==> src/rtl/mu0_ram_arbiter.sv <==
// Round-robin arbiter sharing one RAM port between the MU0 CPU (port 0) and a
// secondary master (port 1). It performs one access at a time and supports RAM read latency 0..7.
module mu0_ram_arbiter #(
   parameter int ADDR_W      = 12,
   parameter int DATA_W      = 16,
   parameter int RAM_LATENCY = 0
) (
   input  logic              clk,
   input  logic              rst,
   input  logic [ADDR_W-1:0] m0_address,
   input  logic              m0_read,
   input  logic              m0_write,
   input  logic [DATA_W-1:0] m0_writedata,
   output logic [DATA_W-1:0] m0_readdata,
   output logic              m0_waitrequest,
   input  logic [ADDR_W-1:0] m1_address,
   input  logic              m1_read,
   input  logic              m1_write,
   input  logic [DATA_W-1:0] m1_writedata,
   output logic [DATA_W-1:0] m1_readdata,
   output logic              m1_waitrequest,
   output logic [ADDR_W-1:0] ram_address,
   output logic              ram_read,
   output logic              ram_write,
   output logic [DATA_W-1:0] ram_writedata,
   input  logic [DATA_W-1:0] ram_readdata,
   output logic [1:0]        grant,
   output logic              busy
);

   typedef enum logic {IDLE = 1'b0, ACCESS = 1'b1} state_t;

   localparam logic [2:0] LAT = 3'(RAM_LATENCY);

   state_t      state_q, state_d;
   logic [1:0]  gnt_q, gnt_d;
   logic        last_q, last_d;
   logic [2:0]  cnt_q, cnt_d;

   logic m0_req, m1_req;
   logic in_access, first_cycle, done;
   logic sel_m1, sel_read, sel_write;

   always_comb begin
      m0_req      = m0_read | m0_write;
      m1_req      = m1_read | m1_write;
      in_access   = (state_q == ACCESS);
      sel_m1      = gnt_q[1];
      // A request with both read and write set is treated as a write.
      sel_write   = sel_m1 ? m1_write : m0_write;
      sel_read    = (sel_m1 ? m1_read : m0_read) & ~sel_write;
      first_cycle = in_access && (cnt_q == LAT);
      done        = in_access && (cnt_q == 3'd0);
   end

   always_comb begin
      ram_address   = '0;
      ram_writedata = '0;
      ram_read      = 1'b0;
      ram_write     = 1'b0;
      if (in_access) begin
         ram_address   = sel_m1 ? m1_address : m0_address;
         ram_writedata = sel_m1 ? m1_writedata : m0_writedata;
         ram_read      = first_cycle & sel_read;
         ram_write     = first_cycle & sel_write;
      end
      // Waitrequest depends only on registered state, never on the request inputs.
      m0_waitrequest = ~(done & gnt_q[0]);
      m1_waitrequest = ~(done & gnt_q[1]);
      m0_readdata    = (done & gnt_q[0] & sel_read) ? ram_readdata : '0;
      m1_readdata    = (done & gnt_q[1] & sel_read) ? ram_readdata : '0;
      grant          = gnt_q;
      busy           = in_access;
   end

   always_comb begin
      state_d = state_q;
      gnt_d   = gnt_q;
      last_d  = last_q;
      cnt_d   = cnt_q;
      case (state_q)
         IDLE: begin
            if (m0_req || m1_req) begin
               state_d = ACCESS;
               cnt_d   = LAT;
               if (m0_req && m1_req) gnt_d = last_q ? 2'b01 : 2'b10;
               else                  gnt_d = m0_req ? 2'b01 : 2'b10;
            end
         end
         ACCESS: begin
            if (cnt_q != 3'd0) begin
               cnt_d = cnt_q - 3'd1;
            end else begin
               state_d = IDLE;
               gnt_d   = 2'b00;
               last_d  = gnt_q[1];
            end
         end
         default: state_d = IDLE;
      endcase
   end

   // last_q resets to port 1 so that port 0 wins the first tie.
   always_ff @(posedge clk or negedge rst) begin
      if (!rst) begin
         state_q <= IDLE;
         gnt_q   <= 2'b00;
         last_q  <= 1'b1;
         cnt_q   <= 3'd0;
      end else begin
         state_q <= state_d;
         gnt_q   <= gnt_d;
         last_q  <= last_d;
         cnt_q   <= cnt_d;
      end
   end

endmodule
==> config.mk <==
export PLATFORM = sky130hd
export DESIGN_NAME = mu0_ram_arbiter
export DESIGN_NICKNAME = d
export VERILOG_FILES = /design/src/rtl/mu0_ram_arbiter.sv
export SDC_FILE = /design/constraint.sdc
export NUM_CORES = 1
export LEC_CHECK = 0
export ABC_AREA = 1
export BUFFER_PORTS_ARGS = -buffer_cell sky130_fd_sc_hd__buf_2
export CAP_MARGIN = 25
export CELL_PAD_IN_SITES_DETAIL_PLACEMENT = 0
export CELL_PAD_IN_SITES_GLOBAL_PLACEMENT = 1
export CORE_MARGIN = 2
export CORE_UTILIZATION = 15
export DETAILED_ROUTE_END_ITERATION = 12
export PLACE_DENSITY_LB_ADDON = 0.1
export SYNTH_ARGS = -nofsm -noshare
export SYNTH_HDL_FRONTEND = slang
export SYNTH_SLANG_ARGS = --single-unit
==> constraint.sdc <==
create_clock -name clk -period 1.7 [get_ports clk]
set_clock_uncertainty 0.15 [all_clocks]
set_input_delay 0.34 -clock clk [delete_from_list [all_inputs] [get_ports clk]]
set_output_delay 0.34 -clock clk [all_outputs]
set_load 0.05 [all_outputs]
==> reports/results.md <==
• violated checks: negative setup slack
• I/O pin total: 145
• relative contribution of sequential cells to total power: 5.3%
• Die Outline Area: 7520 um^2
• data required time of the worst path: 1.21 ns
• status: complete, but fails checks
• Final Net Count: 471
• max-slew violations: 0
• endpoint type of the worst setup path: primary output
• adder-cell share of the synthesized area: 2.44%
• Simple-Gate Fraction of Synth Area: 48.8%
• ratio of cells with drive above 1 in the final layout: 77.9%
• total clock buffers created by CTS: 3
• mean cell area of the mapped netlist: 5.05 um^2
• Die H: 86.7 um
• global placer's final weighted congestion: 0.734
• count of H-tree levels built during CTS: 1
• clock insertion delay at the later pin of the skew report: 0.22 ns
• Post-Synth XOR/XNOR Area: 0%
• fill count: 616
• number of endpoints failing setup at the final stage: 69
• setup repair after global routing missed its margin: yes
• total of max-cap violations: 0
• max-slew headroom at the worst pin: 77.1%
• post-synth design cell area: 1030 um^2
• mean routed wirelength per cell: 13.1 um
• post-route DRC violation count: 0
• dominant cell type by area after synthesis: nor2_1
• crit-path max FO: 6
• total number of vias: 1,980
• proportion of synthesized area in mux cells: 0%
• shortest period the worst path allows: 2.25 ns
• Data arrival, critical path: 1.76 ns
• maximum root-to-sink buffer count: 2
• starting utilization of the core area: 15.3%
• Iteration-0 DRC Markers: 31
• Area contributors post-synth: nor2_1 (35%), dfrtp_1 (15%), o21ai_0 (13%)
• pin count of the biggest net entering global routing: 30
• Finished Layout Cells: 471
• signed area change from the synthesized netlist to the final layout: 276%
• share of synthesized area occupied by flip-flops and latches: 17.2%
• wire length of the first global-routing pass: 9600 um
• Max VDD drop: 0.816 mV
• post-synth cell types: 20
• largest family of logic cells by synthesized area: simple AND/OR/NAND/NOR gates
• Storage cell area: 179 um^2
• slowest library cell on the worst path: dfrtp_1
• number of storage elements in the synthesis netlist: 7
• dpl hpwl: 4100 um
• relative contribution of combinational cells to total power: 89.8%
• mean number of vias per cell: 4.20
• total wire length after detailed routing: 6160 um
• overall fraction of global-route tracks in use: 15.9%
• share of the synthesized area in compound gates (AO/OA/AOI/OAI): 15.5%
• CTS root buffer: clkbuf_8
• DIE WIDTH: 86.7 um
• net count of the mapped netlist: 283
• slack of the worst reg-to-reg path: -0.04 ns
• Worst setup SP type: flip-flop
• number of antenna violations at the first check in global routing: 1
• max incr delay on CP: 0.38 ns
• First-pass DRT Iterations: 2
• portion of the clock cycle consumed by the worst path in the final layout: 132%
• gr ovfl total: 0
• Cell Count Post-Placement: 453
• vias in the first global route: 2,024
• area share of the leading cell type in the synthesized netlist: 35.1%
• internal power: 2.20 mW
• worst setup slack after layout: -0.546 ns
• kind of critical path: reg2out
• number of standard cells after synthesis: 203
• Static Leak: 1.74 nW
• multi-input combinational cell area: 1540 um^2
• Net Sw Power: 2.43 mW
• number of standard-cell rows in the floorplan: 30
• switching power as a share of total power: 52.5%
• Power Density: 1200 nW/um^2
• measured slew at the worst slew-check pin: 0.344 ns
• Syn. warnings: 0
• TritonCTS sink count: 7
• path class of the lowest-slack min-delay path: in2async
• final antenna-violating net count: 0
• worst-path cell chain: inv_2, ha_4, ha_4, nand2_4, nor2_4, nand3_4, buf_12, nor2_4, buf_8
• clock tree from TritonCTS: yes
• clock network fraction of total power: 4.9%
• core region area: 6720 um^2
• minimum setup slack after placement: -0.407 ns
• total count of hold-check failures in the final report: 0
• final total power: 4.64 mW
• upper clock frequency limit: 445 MHz
• I/O Buffers: 144
• Clock transition at path regs: 0.04 ns
==> per-stage QoR <==
step	setup TNS, ns	hold slack (ns)	util, %	area [um^2]
3_3_place_gp	-13.98	0.0302	38.2	2560
3_5_place_dp	-14.64	0.0322	38.2	2560
2_1_floorplan	-14.42	-0.106	-	1510
5_1_grt	-28.84	0.351	57.4	3850
6_report	-24.41	0.330	57.4	3850
4_1_cts	-24.85	0.328	55.1	3700
==> kinds of logic after synthesis <==
logic type,Yosys count
AO/OA/AOI/OAI,31
adder cells (fa/ha/maj),2
AND/OR/NAND/NOR,125
buffers and inverters,38
flip-flops,7
==> cell usage after synthesis, drive strengths merged <==
| library cell | count |
|---|---|
| ha | 2 |
| nand2 | 18 |
| a21oi | 1 |
| buf | 7 |
| clkbuf | 5 |
| nor2 | 96 |
| dfstp | 1 |
| dfrtp | 6 |
| inv | 26 |
| nand3 | 7 |
| o21ai | 30 |
| or2 | 4 |
==> sequential cells by signal (all words and copies together), names as in the netlist <==
| name | flops |
|---|---|
| busy | 1 |
| cnt_q | 3 |
| grant | 2 |
| last_q | 1 |
==> worst max-delay path: cells and delay by family (launching register included) <==
family,cells,cell delay (ns)
fa+ha+maj,2,0.28
simple gates,4,0.46
buf+inv,3,0.41
flops,1,0.38
==> layer usage <==
layer | up-vias | global-route usage, % | routed length, um | part of all wire (%)
met2 | 54 | 32.6 | 3600 | 58
met1 | 926 | 17.4 | 2260 | 37
met5 | - | 0 | 0 | 0
met3 | 4 | 1.52 | 230 | 3.7
li1 | 996 | - | - | -
met4 | 0 | 2.70 | 68 | 1.1
==> power by group through the flow <==
stage	combinational [mW]	sequential, mW	clock [mW]
2_1_floorplan	1.80	0.321	0
3_3_place_gp	2.62	0.248	0
3_5_place_dp	2.62	0.248	0
4_1_cts	4.05	0.242	0.233
5_1_grt	4.36	0.254	0.250
6_report	4.16	0.248	0.227
==> worst paths after layout <==
kind                       depth (start not counted)         endpoint  startpoint
max                                                9  m0_readdata[14]    cnt_q[1]
min                                                2         grant[0]         rst
max reg2reg                                        6         cnt_q[1]        busy
min reg2reg                                        2           last_q      last_q
max in group asynchronous                          2           last_q         rst
min in group clk                                   2           last_q      last_q
==> final cells by class <==
class | count | area share (%)
clock buffer | 4 | 1.17
inverter | 26 | 2.60
multi-input combinational | 158 | 40.0
sequential | 7 | 4.64
antenna | 1 | 0.0649
tap | 80 | 2.60
timing repair buffer | 195 | 48.9
==> cell usage in the layout (no fill, tap or decap), types with 5 or more instances in the layout <==
| cell | count |
|---|---|
| buf_4 | 16 |
| nand3_1 | 5 |
| nand2_1 | 15 |
| nor2_1 | 32 |
| o21ai_4 | 29 |
| nor2_4 | 64 |
| inv_1 | 22 |
| buf_12 | 9 |
| buf_8 | 25 |
| buf_6 | 62 |
| buf_2 | 78 |
==> timing repair <==
action / CTS / global route
gates resized for setup: 268 / 33
gates cloned: 5 / 0
endpoints found under the hold margin: 6 / 0
hold buffers: 1 / 0
endpoints found under the setup margin: 65 / 69
pin swaps: 29 / 23
buffers inserted: 24 / 7
No activity file was read; power rests on OpenSTA's default activity.
